File: src/rtl/dffn_lc_pkg.sv
// Shared types and constants for the negedge-chain launch/capture engine.
package dffn_lc_pkg;

    typedef enum logic [1:0] {
        IDLE  = 2'd0,
        RUN   = 2'd1,
        DRAIN = 2'd2
    } lc_state_e;

    // PRBS7 polynomial x^7 + x^6 + 1: feedback from bits 6 and 5.
    localparam int PRBS_TAP_A = 6;
    localparam int PRBS_TAP_B = 5;

    localparam logic [6:0] PRBS_DEFAULT_SEED = 7'h01;

    // One PRBS7 step: shift left, feedback into bit 0.
    function automatic logic [6:0] prbs7_next(input logic [6:0] s);
        return {s[5:0], s[PRBS_TAP_A] ^ s[PRBS_TAP_B]};
    endfunction

    // The all-zero state is a lock-up state, so it is replaced by the default seed.
    function automatic logic [6:0] prbs7_fix_seed(input logic [6:0] s);
        return (s == 7'h00) ? PRBS_DEFAULT_SEED : s;
    endfunction

endpackage

File: src/rtl/dffn_lc_prbs7.sv
// PRBS7 generator: load restarts from SEED, step advances one state,
// prbs_bit is the bit that the next launch will drive.
module dffn_lc_prbs7
    import dffn_lc_pkg::*;
#(
    parameter logic [6:0] SEED = 7'h01
) (
    input  logic CLK,
    input  logic RST,
    input  logic load,
    input  logic step,
    output logic prbs_bit
);

    localparam logic [6:0] SEED_EFF = prbs7_fix_seed(SEED);

    logic [6:0] lfsr_r;

    // LFSR state; load+step together means the seed bit is consumed on this edge.
    always_ff @(posedge CLK or posedge RST) begin
        if (RST) begin
            lfsr_r <= SEED_EFF;
        end else if (load) begin
            lfsr_r <= step ? prbs7_next(SEED_EFF) : SEED_EFF;
        end else if (step) begin
            lfsr_r <= prbs7_next(lfsr_r);
        end else begin
            lfsr_r <= lfsr_r;
        end
    end

    assign prbs_bit = lfsr_r[PRBS_TAP_A];

endmodule

File: src/rtl/dffn_launch_capture.sv
// Launch/capture engine for a chain of negedge D flip-flops: launches PRBS7
// bits on rising edges, compares the chain output DEPTH edges later, and
// reports a mismatch count and pass flag.
module dffn_launch_capture
    import dffn_lc_pkg::*;
#(
    parameter int         DEPTH = 1,
    parameter int         CNT_W = 16,
    parameter logic [6:0] SEED  = 7'h01
) (
    input  logic             CLK,
    input  logic             RST,
    input  logic             START,
    input  logic [CNT_W-1:0] LEN,
    input  logic             Q_IN,
    output logic             D_OUT,
    output logic             BUSY,
    output logic             DONE,
    output logic [CNT_W-1:0] ERR_CNT,
    output logic             PASS
);

    localparam logic [6:0]       SEED_EFF   = prbs7_fix_seed(SEED);
    localparam int               DRAIN_W    = $clog2(DEPTH + 1);
    localparam logic [DRAIN_W-1:0] DRAIN_LOAD = DRAIN_W'(DEPTH);
    localparam logic [DRAIN_W-1:0] DRAIN_ZERO = {DRAIN_W{1'b0}};
    localparam logic [DRAIN_W-1:0] DRAIN_ONE  = {{(DRAIN_W-1){1'b0}}, 1'b1};
    localparam logic [CNT_W-1:0] CNT_ZERO   = {CNT_W{1'b0}};
    localparam logic [CNT_W-1:0] CNT_ONE    = {{(CNT_W-1){1'b0}}, 1'b1};

    lc_state_e          state_r;
    lc_state_e          state_nxt_s;
    logic [CNT_W-1:0]   launch_cnt_r;
    logic [DRAIN_W-1:0] drain_cnt_r;
    logic [DEPTH-1:0]   exp_pipe_r;
    logic [DEPTH-1:0]   vld_pipe_r;
    logic [DEPTH-1:0]   exp_pipe_nxt_s;
    logic [DEPTH-1:0]   vld_pipe_nxt_s;
    logic               d_out_r;
    logic               busy_r;
    logic               done_r;
    logic [CNT_W-1:0]   err_cnt_r;
    logic               pass_r;

    logic               prbs_bit_s;
    logic               len_zero_s;
    logic               start_run_s;
    logic               start_empty_s;
    logic               launch_s;
    logic               launch_bit_s;
    logic               run_end_s;
    logic               mismatch_s;

    assign len_zero_s = (LEN == CNT_ZERO);

    // The bit leaving the expected pipe lines up with the chain output on this edge.
    assign mismatch_s = vld_pipe_r[DEPTH-1] & (Q_IN ^ exp_pipe_r[DEPTH-1]);

    dffn_lc_prbs7 #(
        .SEED (SEED_EFF)
    ) u_prbs (
        .CLK      (CLK),
        .RST      (RST),
        .load     (start_run_s),
        .step     (launch_s),
        .prbs_bit (prbs_bit_s)
    );

    // FSM state register.
    always_ff @(posedge CLK or posedge RST) begin
        if (RST) begin
            state_r <= IDLE;
        end else begin
            state_r <= state_nxt_s;
        end
    end

    // FSM next state: a one-bit run launches only on the START edge, so it skips RUN.
    always_comb begin
        state_nxt_s = state_r;
        case (state_r)
            IDLE: begin
                if (START && !len_zero_s) begin
                    state_nxt_s = (LEN == CNT_ONE) ? DRAIN : RUN;
                end else begin
                    state_nxt_s = IDLE;
                end
            end
            RUN: begin
                if (launch_cnt_r == CNT_ONE) begin
                    state_nxt_s = DRAIN;
                end else begin
                    state_nxt_s = RUN;
                end
            end
            DRAIN: begin
                if (drain_cnt_r == DRAIN_ZERO) begin
                    state_nxt_s = IDLE;
                end else begin
                    state_nxt_s = DRAIN;
                end
            end
            default: begin
                state_nxt_s = IDLE;
            end
        endcase
    end

    // FSM decoded controls: which bit is launched and when a run begins or ends.
    always_comb begin
        start_run_s   = 1'b0;
        start_empty_s = 1'b0;
        launch_s      = 1'b0;
        launch_bit_s  = 1'b0;
        run_end_s     = 1'b0;
        case (state_r)
            IDLE: begin
                if (START && len_zero_s) begin
                    start_empty_s = 1'b1;
                end else if (START) begin
                    start_run_s  = 1'b1;
                    launch_s     = 1'b1;
                    launch_bit_s = SEED_EFF[PRBS_TAP_A];
                end else begin
                    start_run_s = 1'b0;
                end
            end
            RUN: begin
                launch_s     = 1'b1;
                launch_bit_s = prbs_bit_s;
            end
            DRAIN: begin
                if (drain_cnt_r == DRAIN_ZERO) begin
                    run_end_s = 1'b1;
                end else begin
                    run_end_s = 1'b0;
                end
            end
            default: begin
                run_end_s = 1'b0;
            end
        endcase
    end

    // Launch counter holds the launches still to go; drain counter the compare cycles left.
    always_ff @(posedge CLK or posedge RST) begin
        if (RST) begin
            launch_cnt_r <= CNT_ZERO;
            drain_cnt_r  <= DRAIN_ZERO;
        end else begin
            if (start_run_s) begin
                launch_cnt_r <= LEN - CNT_ONE;
            end else if (state_r == RUN) begin
                launch_cnt_r <= launch_cnt_r - CNT_ONE;
            end else begin
                launch_cnt_r <= launch_cnt_r;
            end
            if ((state_r != DRAIN) && (state_nxt_s == DRAIN)) begin
                drain_cnt_r <= DRAIN_LOAD;
            end else if ((state_r == DRAIN) && (drain_cnt_r != DRAIN_ZERO)) begin
                drain_cnt_r <= drain_cnt_r - DRAIN_ONE;
            end else begin
                drain_cnt_r <= drain_cnt_r;
            end
        end
    end

    // Next values of the expected-bit and valid pipes (stage 0 takes this edge's launch).
    always_comb begin
        exp_pipe_nxt_s    = exp_pipe_r;
        vld_pipe_nxt_s    = vld_pipe_r;
        exp_pipe_nxt_s[0] = launch_bit_s;
        vld_pipe_nxt_s[0] = launch_s;
        for (int i = 1; i < DEPTH; i++) begin
            exp_pipe_nxt_s[i] = exp_pipe_r[i-1];
            vld_pipe_nxt_s[i] = vld_pipe_r[i-1];
        end
    end

    // Expected-bit and valid pipes, DEPTH deep to match the chain latency.
    always_ff @(posedge CLK or posedge RST) begin
        if (RST) begin
            exp_pipe_r <= {DEPTH{1'b0}};
            vld_pipe_r <= {DEPTH{1'b0}};
        end else begin
            exp_pipe_r <= exp_pipe_nxt_s;
            vld_pipe_r <= vld_pipe_nxt_s;
        end
    end

    // Registered outputs: launch data, status flags and the mismatch counter.
    always_ff @(posedge CLK or posedge RST) begin
        if (RST) begin
            d_out_r   <= 1'b0;
            busy_r    <= 1'b0;
            done_r    <= 1'b0;
            err_cnt_r <= CNT_ZERO;
            pass_r    <= 1'b0;
        end else begin
            d_out_r <= launch_bit_s;
            busy_r  <= (state_nxt_s != IDLE);
            done_r  <= run_end_s | start_empty_s;
            if (start_run_s || start_empty_s) begin
                err_cnt_r <= CNT_ZERO;
            end else if (mismatch_s) begin
                err_cnt_r <= err_cnt_r + CNT_ONE;
            end else begin
                err_cnt_r <= err_cnt_r;
            end
            if (start_run_s) begin
                pass_r <= 1'b0;
            end else if (start_empty_s) begin
                pass_r <= 1'b1;
            end else if (run_end_s) begin
                pass_r <= (err_cnt_r == CNT_ZERO) && !mismatch_s;
            end else begin
                pass_r <= pass_r;
            end
        end
    end

    assign D_OUT   = d_out_r;
    assign BUSY    = busy_r;
    assign DONE    = done_r;
    assign ERR_CNT = err_cnt_r;
    assign PASS    = pass_r;

endmodule

File: config.mk
export PLATFORM = sky130hd
export DESIGN_NAME = dffn_launch_capture
export DESIGN_NICKNAME = d
export VERILOG_FILES = /design/src/rtl/dffn_lc_pkg.sv /design/src/rtl/dffn_lc_prbs7.sv /design/src/rtl/dffn_launch_capture.sv
export SDC_FILE = /design/constraint.sdc
export NUM_CORES = 1
export LEC_CHECK = 0
export CAP_MARGIN = 20
export CORE_ASPECT_RATIO = 1.1
export CORE_UTILIZATION = 50
export DETAILED_ROUTE_END_ITERATION = 8
export GPL_TIMING_DRIVEN = 0
export PLACE_DENSITY = 0.74
export SLEW_MARGIN = 25
export SYNTH_ARGS = -nofsm -noshare
export SYNTH_HDL_FRONTEND = slang
export SYNTH_SLANG_ARGS = --single-unit
File: constraint.sdc
create_clock -name CLK -period 1.92 [get_ports CLK]
set_input_delay 0.384 -clock CLK [delete_from_list [all_inputs] [get_ports CLK]]
set_output_delay 0.384 -clock CLK [all_outputs]
set_load 0.05 [all_outputs]
==> results.yml <==
run_status:
  outcome: "finished, final reports clean"
finish:
  final_nets: 382
  final_util_pct: 65.9
  stdcell_area_um2: 3530
  stdcell_count: 431
  synthToLayoutAreaGrowth_pct: 28.0
  fillCellCount: 461
  drive_gt1_share_pct: 14.0
  antenna_cells: 0
synth:
  synthCells: 298
  synth_top_area_share_pct: 41.7
  synth_edf_count: 0
  synth_top_area_cell: "dfrtp_1"
  syn_avg_cell_area_um2: 9.26
  synth_nets: 325
  syn_area_um2: 2760
  yosysMostFrequentCell: "dfrtp_1"
  ys_ff_latch: 47
  yosys_most_used_dff: "dfrtp_1"
  synth_area_leaders: "dfrtp_1, xor2_1, xnor2_1"
  synth_commonest_cells: "dfrtp_1, nand2_1, nor2_1"
  yosysSeqAreaShare_pct: 42.7
  yosysWarnings: 0
  async_flop_share_pct: 100
  synth_cell_types: 50
route:
  ant_nets: 0
  dr_wl_met2_um: 3070
  drc_errors: 0
  routed.top_layer: "met4"
  wire_per_inst_um: 13.8
  met1_length_um: 2700
  viasPerCell: 5.33
  wl_met3_um: 132
  vias: 2296
  drt_iter0_markers: 93
  wl_um: 5970
  first_pass_iters: 4
sta:
  fin_ws_ps: 69.1
  hold_viol: 0
  clock_skew_ps: 8.34
  worst_pin_slew_ps: 503
  setup_tns_ps: 0
  post-route-period-util_pct: 96.4
  maxSlewViolCount: 0
  setup_viol: 0
  timing.final.crit_period_ps: 1850
  fin_hold_ws_ps: 380
  fmax_mhz: 540
  relSlewSlack_pct: 66.4
worst_setup_path:
  critPathMaxStageDelay_ps: 800
  cpMaxStageDelayCell: "clkdlybuf4s50_1"
  path_buf_inv: 1
  critPathLaunchType: "flip-flop"
  cp.arrival_ps: 1470
  path_cells: "clkdlybuf4s50_1"
  cp-end-kind: "primary output"
  path_max_fanout: 2
  critPathKind: "reg2out"
  startpoint: "D_OUT$_DFF_PP0_"
  cp.required_ps: 1540
  reg2reg_from: "state_r[1]$_DFF_PP0_"
  crit_family: "buffers and inverters"
die:
  die_area_um2: 5820
  die_w_um: 72.8
  start_util_pct: 51.5
  fp.coreArea_um2: 5360
  die_y_um: 79.9
  rows: 28
  io_pins: 40
run:
  cap_violations: 0
place:
  place_inst: 413
  gp_congestion: 0.835
  post_dp_cell_area_um2: 3260
  portBuffers: 39
  dpl.hpwl_um: 4300
  pre_cts_ws_ps: -547
power:
  leakagePower_nw: 1.56
  switching_share_pct: 37.9
  p_seq_share_pct: 43.6
  combPwrFrac_pct: 34.0
  p_int_mw: 2.36
  switchingPower_mw: 1.44
  ir_drop_v: 0.000500
  powerDensity_nw_per_um2: 1070
  finalPower_mw: 3.80
  clock_power_share_pct: 22.5
clock_network:
  cts_sinks: 47
  clock_path_buffers: 2
  clkSlewWorstSetupHoldPaths_ps: 90
  cts_tree: "built"
  cts_buffers: 5
  cts-root-buf: "clkbuf_8"
  clk_latency_ps: 300
  h-tree-depth: 2
hold_path:
  hp-class: "in2async"
grt:
  grt_antenna_before_repair: 0
  grt_pass1_vias: 2248
  grt_overflow: 0
  track_usage_pct: 22.8
  grt_max_degree: 31
  grt_first_pass_wirelength_um: 10300
## power groups by stage
| stage | Combinational, mW | Clock, mW | Sequential [mW] |
|---|---|---|---|
| floorplan | 0.724 | 0 | 1.80 |
| global placement | 1.26 | 0 | 1.63 |
| detailed placement | 1.30 | 0 | 1.64 |
| finish | 1.29 | 0.852 | 1.65 |
| global route | 1.44 | 0.915 | 1.70 |
| CTS | 1.29 | 0.866 | 1.62 |
## sequential cells by signal, indices dropped and copies added, names as in the netlist
| register | flops |
|---|---|
| launch_cnt_r | 16 |
| DONE | 1 |
| vld_pipe_r | 1 |
| PASS | 1 |
| D_OUT | 1 |
| ERR_CNT | 16 |
| drain_cnt_r | 1 |
| state_r | 2 |
| BUSY | 1 |
| u_prbs.lfsr_r | 7 |
## cells in the final DEF, fill, tap and decap left out, drive strengths merged, types with 4 or more instances in the layout
cell type      Yosys  routed
inv               12      12
dlygate4sd2        0      19
xnor2             18      18
or3                5       5
a21oi             11      11
dlymetal6s2s       0       5
clkbuf             2       7
nor3b              4       4
nand3             20      20
xor2              20      20
buf                6      17
ha                 7       7
nor4              11      11
nand4              5       5
nor3              13      13
nor2              31      31
o21ai             12      12
nand2             37      37
mux2i              6       6
clkdlybuf4s50      0      15
dfrtp             46      46
## layout make-up
class                           instances  area [µm²]  share of cell area, %
Sequential cell                        47        1180                   33.4
Buffer                                  8        53.8                   1.52
Inverter                               12        45.0                   1.28
Clock inverter                          3        67.6                   1.91
Timing Repair Buffer                   50         474                   13.4
Clock buffer                            5        68.8                   1.95
Tap cell                               75        93.8                   2.66
Multi-Input combinational cell        231        1550                   43.8
## metal layers
layer  vias to the layer above  track usage (%)
li1                       1149                -
met1                      1097             29.2
met2                        43             39.3
met3                         7             3.79
met4                         0             6.67
met5                         -                0
## final timing paths
path,end,slack [ps],depth (start not counted)
worst min-delay path,u_prbs.lfsr_r[4]$_DFFE_PP0P_,380,2
min in group CLK,u_prbs.lfsr_r[4]$_DFFE_PP0P_,470,2
worst min register to register,u_prbs.lfsr_r[4]$_DFFE_PP0P_,470,2
max in group asynchronous,u_prbs.lfsr_r[0]$_DFFE_PP1P_,990,3
worst max-delay path,D_OUT,70,1
worst max register to register,launch_cnt_r[13]$_DFFE_PP0P_,100,4
## cell families after synthesis
logic type / synth area share, %
buf+inv: 3.27
mux: 2.18
fa+ha+maj: 3.17
xor+xnor: 12.1
compound gates: 7.62
flops: 42.7
simple gates: 29.0
## timing repair
| item | CTS | global route |
|---|---|---|
| pin swaps | 6 | 4 |
| resized for setup | 29 | 13 |
| endpoints found under the setup margin | 42 | 36 |
| buffers inserted | 7 | 3 |
| hold buffers | 0 | 0 |
| gates cloned | 0 | 0 |
No activity file was read; power rests on OpenSTA's default activity.
